**config.mk**
```make
export PLATFORM = sky130hd
export DESIGN_NAME = mem_arbiter_flat
export DESIGN_NICKNAME = d
export VERILOG_FILES = /design/src/rtl/mem_arbiter_if.sv /design/src/rtl/mem_arbiter.sv /design/src/flat_wrapper.sv
export SDC_FILE = /design/constraint.sdc
export NUM_CORES = 1
export LEC_CHECK = 0
export CAP_MARGIN = 20
export CORE_AREA = 5 5 323 325
export CTS_CLUSTER_SIZE = 10
export DETAILED_ROUTE_END_ITERATION = 12
export DIE_AREA = 0 0 328 330
export PLACE_DENSITY = 0.45
export SLEW_MARGIN = 20
export SYNTH_ARGS = -nofsm -noshare
export SYNTH_HDL_FRONTEND = slang
export SYNTH_SLANG_ARGS = --single-unit
```
**constraint.sdc**
```tcl
create_clock -name clk -period 4.6 [get_ports clk]
set_input_delay 1.38 -clock clk [delete_from_list [all_inputs] [get_ports clk]]
set_output_delay 1.38 -clock clk [all_outputs]
set_load 0.02 [all_outputs]
```
**src/rtl/mem_arbiter_if.sv**
```systemverilog
// Bundle of the requester-side and memory-side signals around mem_arbiter.
// master: the arbiter's view. slave: the caches' and memory model's view.
interface mem_arbiter_if #(
    parameter int unsigned WORD_SIZE = 32,
    parameter int unsigned LINE_SIZE = 128
);
    // icache refill port
    logic                 i_req;
    logic [WORD_SIZE-1:0] i_addr;
    logic                 i_res;
    logic [WORD_SIZE-1:0] i_res_addr;
    logic [LINE_SIZE-1:0] i_res_data;

    // dcache refill port
    logic                 d_req;
    logic [WORD_SIZE-1:0] d_addr;
    logic                 d_res;
    logic [WORD_SIZE-1:0] d_res_addr;
    logic [LINE_SIZE-1:0] d_res_data;

    // dcache write-back port
    logic                 d_wr;
    logic [WORD_SIZE-1:0] d_wr_addr;
    logic [LINE_SIZE-1:0] d_wr_data;
    logic                 d_wr_done;

    // main-memory port
    logic                 m_req;
    logic                 m_we;
    logic [WORD_SIZE-1:0] m_addr;
    logic [LINE_SIZE-1:0] m_wdata;
    logic                 m_res;
    logic [LINE_SIZE-1:0] m_res_data;

    modport master (
        input  i_req, i_addr,
        output i_res, i_res_addr, i_res_data,
        input  d_req, d_addr,
        output d_res, d_res_addr, d_res_data,
        input  d_wr, d_wr_addr, d_wr_data,
        output d_wr_done,
        output m_req, m_we, m_addr, m_wdata,
        input  m_res, m_res_data
    );

    modport slave (
        output i_req, i_addr,
        input  i_res, i_res_addr, i_res_data,
        output d_req, d_addr,
        input  d_res, d_res_addr, d_res_data,
        output d_wr, d_wr_addr, d_wr_data,
        input  d_wr_done,
        input  m_req, m_we, m_addr, m_wdata,
        output m_res, m_res_data
    );
endinterface

```
**src/rtl/mem_arbiter.sv**
```systemverilog
// Main-memory arbiter: serialises icache refills, dcache refills and dcache
// write-backs onto one memory port, one transaction outstanding at a time.
// Writes win; reads round-robin. A watchdog ends a transaction the memory
// never answers, returning a zero line and raising a sticky error.
module mem_arbiter #(
    parameter int unsigned WORD_SIZE = 32,
    parameter int unsigned LINE_SIZE = 128,
    parameter int unsigned TIMEOUT   = 255
) (
    input  logic          clk,
    input  logic          rst,
    mem_arbiter_if.master bus,
    output logic          busy,
    output logic          mem_err
);

    localparam int unsigned OFF_W = $clog2(LINE_SIZE / 8);
    localparam int unsigned CNT_W = (TIMEOUT < 2) ? 1 : $clog2(TIMEOUT + 1);
    localparam logic [WORD_SIZE-1:0] ALIGN_MASK = {WORD_SIZE{1'b1}} << OFF_W;
    localparam logic [CNT_W-1:0]     CNT_MAX    = CNT_W'(TIMEOUT);

    // last_read encoding: which read requester was granted most recently
    localparam logic LAST_I = 1'b0;
    localparam logic LAST_D = 1'b1;

    typedef enum logic [1:0] {
        ST_IDLE,
        ST_ISSUE,
        ST_WAIT,
        ST_RESP
    } state_t;

    typedef enum logic [1:0] {
        OWN_I,
        OWN_D,
        OWN_W
    } owner_t;

    state_t           state;
    owner_t           owner;
    logic             last_read;
    logic [CNT_W-1:0] wd_cnt;

    logic                 grant_w_c;
    logic                 grant_i_c;
    logic                 grant_d_c;
    logic                 wd_expired_c;
    logic [LINE_SIZE-1:0] resp_line_c;

    // Grant selection from the requests seen this cycle: write first, then
    // the read requester that was not served last.
    always_comb begin
        grant_w_c = 1'b0;
        grant_i_c = 1'b0;
        grant_d_c = 1'b0;
        if (bus.d_wr) begin
            grant_w_c = 1'b1;
        end else if (bus.i_req && bus.d_req) begin
            if (last_read == LAST_D) begin
                grant_i_c = 1'b1;
            end else begin
                grant_d_c = 1'b1;
            end
        end else if (bus.i_req) begin
            grant_i_c = 1'b1;
        end else if (bus.d_req) begin
            grant_d_c = 1'b1;
        end
    end

    // Line handed back to the owner: memory data, or zeros on a watchdog expiry.
    always_comb begin
        wd_expired_c = (wd_cnt == CNT_MAX);
        resp_line_c  = bus.m_res ? bus.m_res_data : '0;
    end

    // Transaction FSM; every output is a register written here.
    always_ff @(posedge clk or negedge rst) begin
        if (!rst) begin
            state          <= ST_IDLE;
            owner          <= OWN_I;
            last_read      <= LAST_D;
            wd_cnt         <= '0;
            busy           <= 1'b0;
            mem_err        <= 1'b0;
            bus.m_req      <= 1'b0;
            bus.m_we       <= 1'b0;
            bus.m_addr     <= '0;
            bus.m_wdata    <= '0;
            bus.i_res      <= 1'b0;
            bus.i_res_addr <= '0;
            bus.i_res_data <= '0;
            bus.d_res      <= 1'b0;
            bus.d_res_addr <= '0;
            bus.d_res_data <= '0;
            bus.d_wr_done  <= 1'b0;
        end else begin
            case (state)
                ST_IDLE: begin
                    // m_addr doubles as the latched transaction address
                    if (grant_w_c) begin
                        owner       <= OWN_W;
                        bus.m_we    <= 1'b1;
                        bus.m_addr  <= bus.d_wr_addr & ALIGN_MASK;
                        bus.m_wdata <= bus.d_wr_data;
                    end else if (grant_i_c) begin
                        owner       <= OWN_I;
                        last_read   <= LAST_I;
                        bus.m_we    <= 1'b0;
                        bus.m_addr  <= bus.i_addr & ALIGN_MASK;
                        bus.m_wdata <= '0;
                    end else if (grant_d_c) begin
                        owner       <= OWN_D;
                        last_read   <= LAST_D;
                        bus.m_we    <= 1'b0;
                        bus.m_addr  <= bus.d_addr & ALIGN_MASK;
                        bus.m_wdata <= '0;
                    end
                    if (grant_w_c || grant_i_c || grant_d_c) begin
                        bus.m_req <= 1'b1;
                        busy      <= 1'b1;
                        state     <= ST_ISSUE;
                    end
                end

                ST_ISSUE: begin
                    bus.m_req <= 1'b0;
                    bus.m_we  <= 1'b0;
                    wd_cnt    <= '0;
                    state     <= ST_WAIT;
                end

                ST_WAIT: begin
                    if (bus.m_res || wd_expired_c) begin
                        if (!bus.m_res) begin
                            mem_err <= 1'b1;
                        end
                        case (owner)
                            OWN_I: begin
                                bus.i_res      <= 1'b1;
                                bus.i_res_addr <= bus.m_addr;
                                bus.i_res_data <= resp_line_c;
                            end
                            OWN_D: begin
                                bus.d_res      <= 1'b1;
                                bus.d_res_addr <= bus.m_addr;
                                bus.d_res_data <= resp_line_c;
                            end
                            OWN_W: begin
                                bus.d_wr_done <= 1'b1;
                            end
                            default: begin
                            end
                        endcase
                        state <= ST_RESP;
                    end else begin
                        wd_cnt <= wd_cnt + CNT_W'(1);
                    end
                end

                ST_RESP: begin
                    bus.i_res     <= 1'b0;
                    bus.d_res     <= 1'b0;
                    bus.d_wr_done <= 1'b0;
                    busy          <= 1'b0;
                    state         <= ST_IDLE;
                end

                default: begin
                    state <= ST_IDLE;
                end
            endcase
        end
    end

endmodule

```
**src/flat_wrapper.sv**
```systemverilog
// flat-port wrapper written by rule: the top's interface ports become plain ports
module mem_arbiter_flat 
#(
    parameter int unsigned WORD_SIZE = 32,
    parameter int unsigned LINE_SIZE = 128,
    parameter int unsigned TIMEOUT   = 255
)
  (clk, rst, busy, mem_err, bus_i_req, bus_i_addr, bus_i_res, bus_i_res_addr, bus_i_res_data, bus_d_req, bus_d_addr, bus_d_res, bus_d_res_addr, bus_d_res_data, bus_d_wr, bus_d_wr_addr, bus_d_wr_data, bus_d_wr_done, bus_m_req, bus_m_we, bus_m_addr, bus_m_wdata, bus_m_res, bus_m_res_data);
  mem_arbiter_if #(.WORD_SIZE(WORD_SIZE), .LINE_SIZE(LINE_SIZE)) bus_i ();
  input  logic clk;
  input  logic rst;
  output logic busy;
  output logic mem_err;
  input wire logic [$bits(bus_i.i_req)-1:0] bus_i_req;
  input wire logic [$bits(bus_i.i_addr)-1:0] bus_i_addr;
  output wire logic [$bits(bus_i.i_res)-1:0] bus_i_res;
  output wire logic [$bits(bus_i.i_res_addr)-1:0] bus_i_res_addr;
  output wire logic [$bits(bus_i.i_res_data)-1:0] bus_i_res_data;
  input wire logic [$bits(bus_i.d_req)-1:0] bus_d_req;
  input wire logic [$bits(bus_i.d_addr)-1:0] bus_d_addr;
  output wire logic [$bits(bus_i.d_res)-1:0] bus_d_res;
  output wire logic [$bits(bus_i.d_res_addr)-1:0] bus_d_res_addr;
  output wire logic [$bits(bus_i.d_res_data)-1:0] bus_d_res_data;
  input wire logic [$bits(bus_i.d_wr)-1:0] bus_d_wr;
  input wire logic [$bits(bus_i.d_wr_addr)-1:0] bus_d_wr_addr;
  input wire logic [$bits(bus_i.d_wr_data)-1:0] bus_d_wr_data;
  output wire logic [$bits(bus_i.d_wr_done)-1:0] bus_d_wr_done;
  output wire logic [$bits(bus_i.m_req)-1:0] bus_m_req;
  output wire logic [$bits(bus_i.m_we)-1:0] bus_m_we;
  output wire logic [$bits(bus_i.m_addr)-1:0] bus_m_addr;
  output wire logic [$bits(bus_i.m_wdata)-1:0] bus_m_wdata;
  input wire logic [$bits(bus_i.m_res)-1:0] bus_m_res;
  input wire logic [$bits(bus_i.m_res_data)-1:0] bus_m_res_data;
  assign bus_i.i_req = bus_i_req;
  assign bus_i.i_addr = bus_i_addr;
  assign bus_i_res = bus_i.i_res;
  assign bus_i_res_addr = bus_i.i_res_addr;
  assign bus_i_res_data = bus_i.i_res_data;
  assign bus_i.d_req = bus_d_req;
  assign bus_i.d_addr = bus_d_addr;
  assign bus_d_res = bus_i.d_res;
  assign bus_d_res_addr = bus_i.d_res_addr;
  assign bus_d_res_data = bus_i.d_res_data;
  assign bus_i.d_wr = bus_d_wr;
  assign bus_i.d_wr_addr = bus_d_wr_addr;
  assign bus_i.d_wr_data = bus_d_wr_data;
  assign bus_d_wr_done = bus_i.d_wr_done;
  assign bus_m_req = bus_i.m_req;
  assign bus_m_we = bus_i.m_we;
  assign bus_m_addr = bus_i.m_addr;
  assign bus_m_wdata = bus_i.m_wdata;
  assign bus_i.m_res = bus_m_res;
  assign bus_i.m_res_data = bus_m_res_data;
  mem_arbiter #(.WORD_SIZE(WORD_SIZE), .LINE_SIZE(LINE_SIZE), .TIMEOUT(TIMEOUT)) u_core (.clk(clk), .rst(rst), .bus(bus_i), .busy(busy), .mem_err(mem_err));
endmodule
```
Yosys cells after proc, flatten, opt, wreduce, memory -nomap -nowiden

Index checks and enable logic that the tools add are counted.

Add/subtract/negate cells: 1
Equal/unequal tests: 13
Muxes and demuxes: 43
Bitwise logic cells: 2
Reductions and logical operators: 25

Operator list:

| kind                                                                   | number |
|---|---|
| 128-bit two-way mux                                                    | 4 |
| 32-bit two-way mux                                                     | 3 |
| 1-bit two-way mux                                                      | 22 |
| 3-bit AND reduction                                                    | 7 |
| 8-bit one-hot mux with 2 select lines                                  | 1 |
| 1-bit one-hot mux with 2 select lines                                  | 6 |
| 2-bit AND reduction                                                    | 6 |
| 2-bit two-way mux                                                      | 5 |
| 2-bit nonzero test                                                     | 5 |
| 8-bit by 1-bit adder with 8-bit output (second input constant)         | 1 |
| 8-bit equality test (second input constant)                            | 1 |
| 8-bit two-way mux                                                      | 1 |
| 2-bit one-hot mux with 4 select lines                                  | 1 |
| 2-bit equality test (second input constant)                            | 3 |
| 2-bit by 1-bit != test with 1-bit output (second input constant)       | 3 |
| 2-bit != test (second input constant)                                  | 3 |
| 2-bit by 1-bit equality test with 1-bit output (second input constant) | 2 |
| 2-bit logical NOT                                                      | 2 |
| 4-bit by 1-bit != test with 1-bit output (second input constant)       | 1 |
| 1-bit logical OR                                                       | 3 |
| 3-bit nonzero test                                                     | 1 |
| 1-bit inverter                                                         | 2 |
| 1-bit logical AND                                                      | 1 |

Register bits: 500
Input bits: 358
Output and inout bits: 487

Logic depth before layout (Yosys ltp)

Depth after elaboration: 8
Gate-level depth with buffers: 8

Worst setup path before layout

Ideal clock, no wire load.

Kind: input to register
From: in bus_d_wr
To: reg u_core.bus.m_addr[11]
Library setup time: 129 ps
Arrival: 2384 ps
Data required time: 4471 ps
Path slack: 2088 ps
Cell stages on the path: 7
Path buffers: 3
Cells stage by stage: buf_2 inv_1 and3_1 buf_2 buf_2 a221oi_1 a21oi_1

Cells in the longest elaborated chain, start to end: 3
Elaborated cells between the ends (all ways): 7
Classes of those cells: mux (5); reduce/logical (2)

Ends and longest elaborated chain:

| item                                                                              | RTL line             | RTL |
|---|---|---|
| start, declared                                                                   | flat_wrapper.sv:24   | `input wire logic [$bits(bus_i.d_wr)-1:0] bus_d_wr;` |
| 1-bit two-way mux                                                                 | mem_arbiter.sv:56    | `if (bus.d_wr) begin` |
| 3-bit nonzero test (no source line) / 32-bit two-way mux (equally long branches)  | n/a                  |  |
| 2-bit AND reduction (no source line) / 32-bit two-way mux (equally long branches) | n/a                  |  |
| end signal, assigned                                                              | mem_arbiter.sv:104   | `bus.m_addr <= bus.d_wr_addr & ALIGN_MASK;` |
| end signal, assigned                                                              | mem_arbiter.sv:110   | `bus.m_addr <= bus.i_addr & ALIGN_MASK;` |
| end signal, assigned                                                              | mem_arbiter.sv:116   | `bus.m_addr <= bus.d_addr & ALIGN_MASK;` |
| end, declared                                                                     | mem_arbiter_if.sv:42 | `output m_req, m_we, m_addr, m_wdata,` |

Several ways; a longest one is shown, not always the timed one.
A chain may end at the register's enable or synchronous reset.

Worst setup path after layout

From: reg u_core.bus.i_res
To: out bus_i_res

RTL lines:

| item                   | RTL line             | RTL |
|---|---|---|
| start, declared        | mem_arbiter_if.sv:37 | `output i_res, i_res_addr, i_res_data,` |
| start signal, assigned | mem_arbiter.sv:90    | `bus.i_res <= 1'b0;` |
| start signal, assigned | mem_arbiter.sv:140   | `bus.i_res <= 1'b1;` |
| start signal, assigned | mem_arbiter.sv:162   | `bus.i_res <= 1'b0;` |
| end, declared          | flat_wrapper.sv:16   | `output wire logic [$bits(bus_i.i_res)-1:0] bus_i_res;` |

No word-level cell between the ends.

==> impl_results.md <==
- Cells after Synth: 1527
- Post-CTS Hold Buffers: 0
- Final Wtd Congestion: 0.812
- Hold EP: u_core.bus.m_wdata[88]
- Vias in the first global route: 16800
- Post_cts resized: 0
- Slowest CP cell: clkdlybuf4s50_1
- TritonCTS clock tree: yes
- Min-Delay Path Class: reg -> reg
- Vias post-DR: 15800
- Clk buf depth: 3
- Avg Synthesized Cell Area: 12.1 sq um
- Largest net degree at the start of global routing: 138
- Setup TNS: 0 ps
- Lkg Pwr: 13.4 nW
- Fin cells: 3733
- Tmin final: 3270 ps
- Run status: finished, final reports clean
- CP max FO: 2
- Post-CTS Setup Bufs: 0
- Worst hold stages: 2
- Pre-antenna DRT Iters: 4
- Crit. End Element: output port
- Via-to-Cell Ratio: 4.24
- Die height: 330 um
- Post-synth top area share: 65.7%
- Clk sinks: 488
- First-pass GRT wire length: 116000 um
- R2r endpoint: u_core.bus.i_res_data[20]
- WP depth: 1
- RSZ-0062 raised after global routing: false
- Max cap viols: 0
- CTS root buffer: clkbuf_16
- Cell family with most CP delay: buffers and inverters
- HP Start: u_core.bus.m_wdata[88]
- Clock slew at reported path FFs: 60 ps
- Rows: 117
- H-tree Lvls: 2
- Relative slew slack: 28.4%
- Final wirelength: 80100 um
- Final Net Count: 2688
- CTS buffer count: 60
- Kind of critical path: reg -> out
- Endpoints failing setup: 0
- Buf/Inv on CP: 1
- IO Pins: 845
- Chip width: 328 um
- Pwr Density: 766 mW/mm^2
- R2R setup slack: 2060 ps
- Max VDD drop: 0.000314 V
- Total track usage: 14.0%
- Critical Path AT: 1890 ps
- Initial core utilization: 18.3%
- Synth warn: 0
- Antenna violations before repair: 17
- DR WL/cell: 21.5 um
- Synth area leader: dfrtp_1
- Core ar.: 0.101 sq mm
- Setup Skew: 12.4 ps
- Unique masters post-synth: 44
- GRT overflow: 0
- Multi-input logic area: 0.00577 sq mm
- Area growth from synthesis to layout: 63.0%
- DR iter-0 viols: 796
- Max Slew Vio Count: 0
- Final Util: 29.9%
- Inst Count DP: 3631
- Final hold violations: 0
- DRC viols: 0
- DRT antenna net count: 0
- Full die area: 0.108 sq mm
- I/O Buffers: 820
- Clk_lat worst skew: 640 ps
- Post-synthesis sequential area ratio: 65.9%
- # fillers: 10300
- Critical path cell sequence: clkdlybuf4s50_1
- Fraction of layout cells with a size suffix above 1: 7.92%
- DP Wirelength: 57600 um
- FF/Latch Area: 0.0122 sq mm
- Fmax: 306 MHz
- Area contributors post-synth: dfrtp_1 66%, a22o_1 12%, nand2_1 6.0%
- Startpoint type of the worst setup path: flip-flop
- Max incr delay on CP: 890 ps
- Netlist Area Pre-Place: 0.0185 sq mm
- Worst-case reg-to-reg path depth: 6
- CP required: 3220 ps
- Worst Max-Slew Pin Slew: 1070 ps
- Reg2Reg Launch Point: u_core.state[0]
- Register bit total from synthesis: 488
- Final Cycle Share: 71.0%
-- flip-flops by register name, indices dropped and copies added (netlist names), 2 cells and up --
register,count
u_core.bus.i_res_addr,28
u_core.bus.m_wdata,128
u_core.bus.i_res_data,128
u_core.bus.m_addr,28
u_core.owner,2
u_core.bus.d_res_data,128
u_core.wd_cnt,8
u_core.state,2
u_core.bus.d_res_addr,28
-- kinds of logic after synthesis --
group	count (synthesis)	share of synthesized area, %
flops	488	65.9
simple gates	484	11.1
compound gates	349	15.5
buf+inv	141	3.61
mux	59	3.60
fa+ha+maj	5	0.337
other cells	1	0.0202
-- cells in the final DEF, fill, tap and decap left out, types with 3 or more instances in the layout --
cell type / n
mux2_2: 54
nand3_1: 134
a221oi_1: 28
dfrtp_1: 487
nor2_1: 33
inv_1: 8
and3_1: 5
buf_4: 26
clkbuf_16: 61
o21ai_0: 7
nand4_1: 3
clkdlybuf4s50_1: 818
mux2i_1: 3
a21oi_1: 38
buf_12: 12
nand2_1: 295
diode_2: 3
clkbuf_1: 21
conb_1: 12
nor2b_1: 3
clkbuf_8: 10
a22o_1: 256
ha_1: 4
o2bb2ai_1: 3
-- per-stage QoR --
step                setup WS, ps  cell area (sq um)  hold slack, ps  total power, mW
floorplan                   2090              18600             480             12.7
global placement             982              28400             449             18.8
detailed placement           953              28400             454             18.8
CTS                         1200              30200             467             23.6
global route                1220              30200             483             24.4
finish                      1330              30200             464             23.2
-- worst max-delay path by stage --
stage	startpoint	to
floorplan	bus_d_wr	u_core.bus.m_addr[11]
global placement	bus_d_req	u_core.bus.m_addr[8]
detailed placement	bus_d_req	u_core.bus.m_addr[8]
CTS	u_core.bus.i_res	bus_i_res
global route	u_core.bus.i_res	bus_i_res
finish	u_core.bus.i_res	bus_i_res
-- cell usage after synthesis, drive strengths merged --
library cell	count
a31oi	1
nor2	34
and4	1
o22a	1
and3b	1
a22oi	2
mux2i	3
a311oi	1
ha	5
and2	2
o21ai	10
nand4	3
dfrtp	487
or3	1
a21oi	39
nand2	295
mux2	56
and3	5
nand2b	2
clkbuf	49
o31ai	3
nor2b	3
conb	1
a41oi	1
o2bb2ai	3
inv	8
a31o	2
or3b	1
a221oi	28
buf	84
and4b	1
nand3	134
a22o	256
a21boi	2
nor4b	1
dfstp	1
-- layout make-up --
| type | count | area share, % |
|---|---|---|
| diodes | 3 | 0.0248 |
| clock buffers | 92 | 5.77 |
| clock inverters | 7 | 0.319 |
| inverters | 8 | 0.0994 |
| multi-input cells | 909 | 19.1 |
| flip-flops and latches | 488 | 40.4 |
| well taps | 1368 | 5.66 |
| repair buffers | 858 | 28.6 |
-- per-layer routing --
metal	share of wire, %	vias up	global-route usage, %
met5	0.042	-	0
met4	3.2	6	4.32
met3	9.1	149	5.24
met2	49	693	23.9
met1	39	7944	16.5
li1	-	7038	-
-- power breakdown --
group / internal (mW) / switching (mW)
clock: 2.64 / 1.89
combinational: 5.16 / 5.87
sequential: 6.34 / 1.27
(Power assumes the default switching activity.)
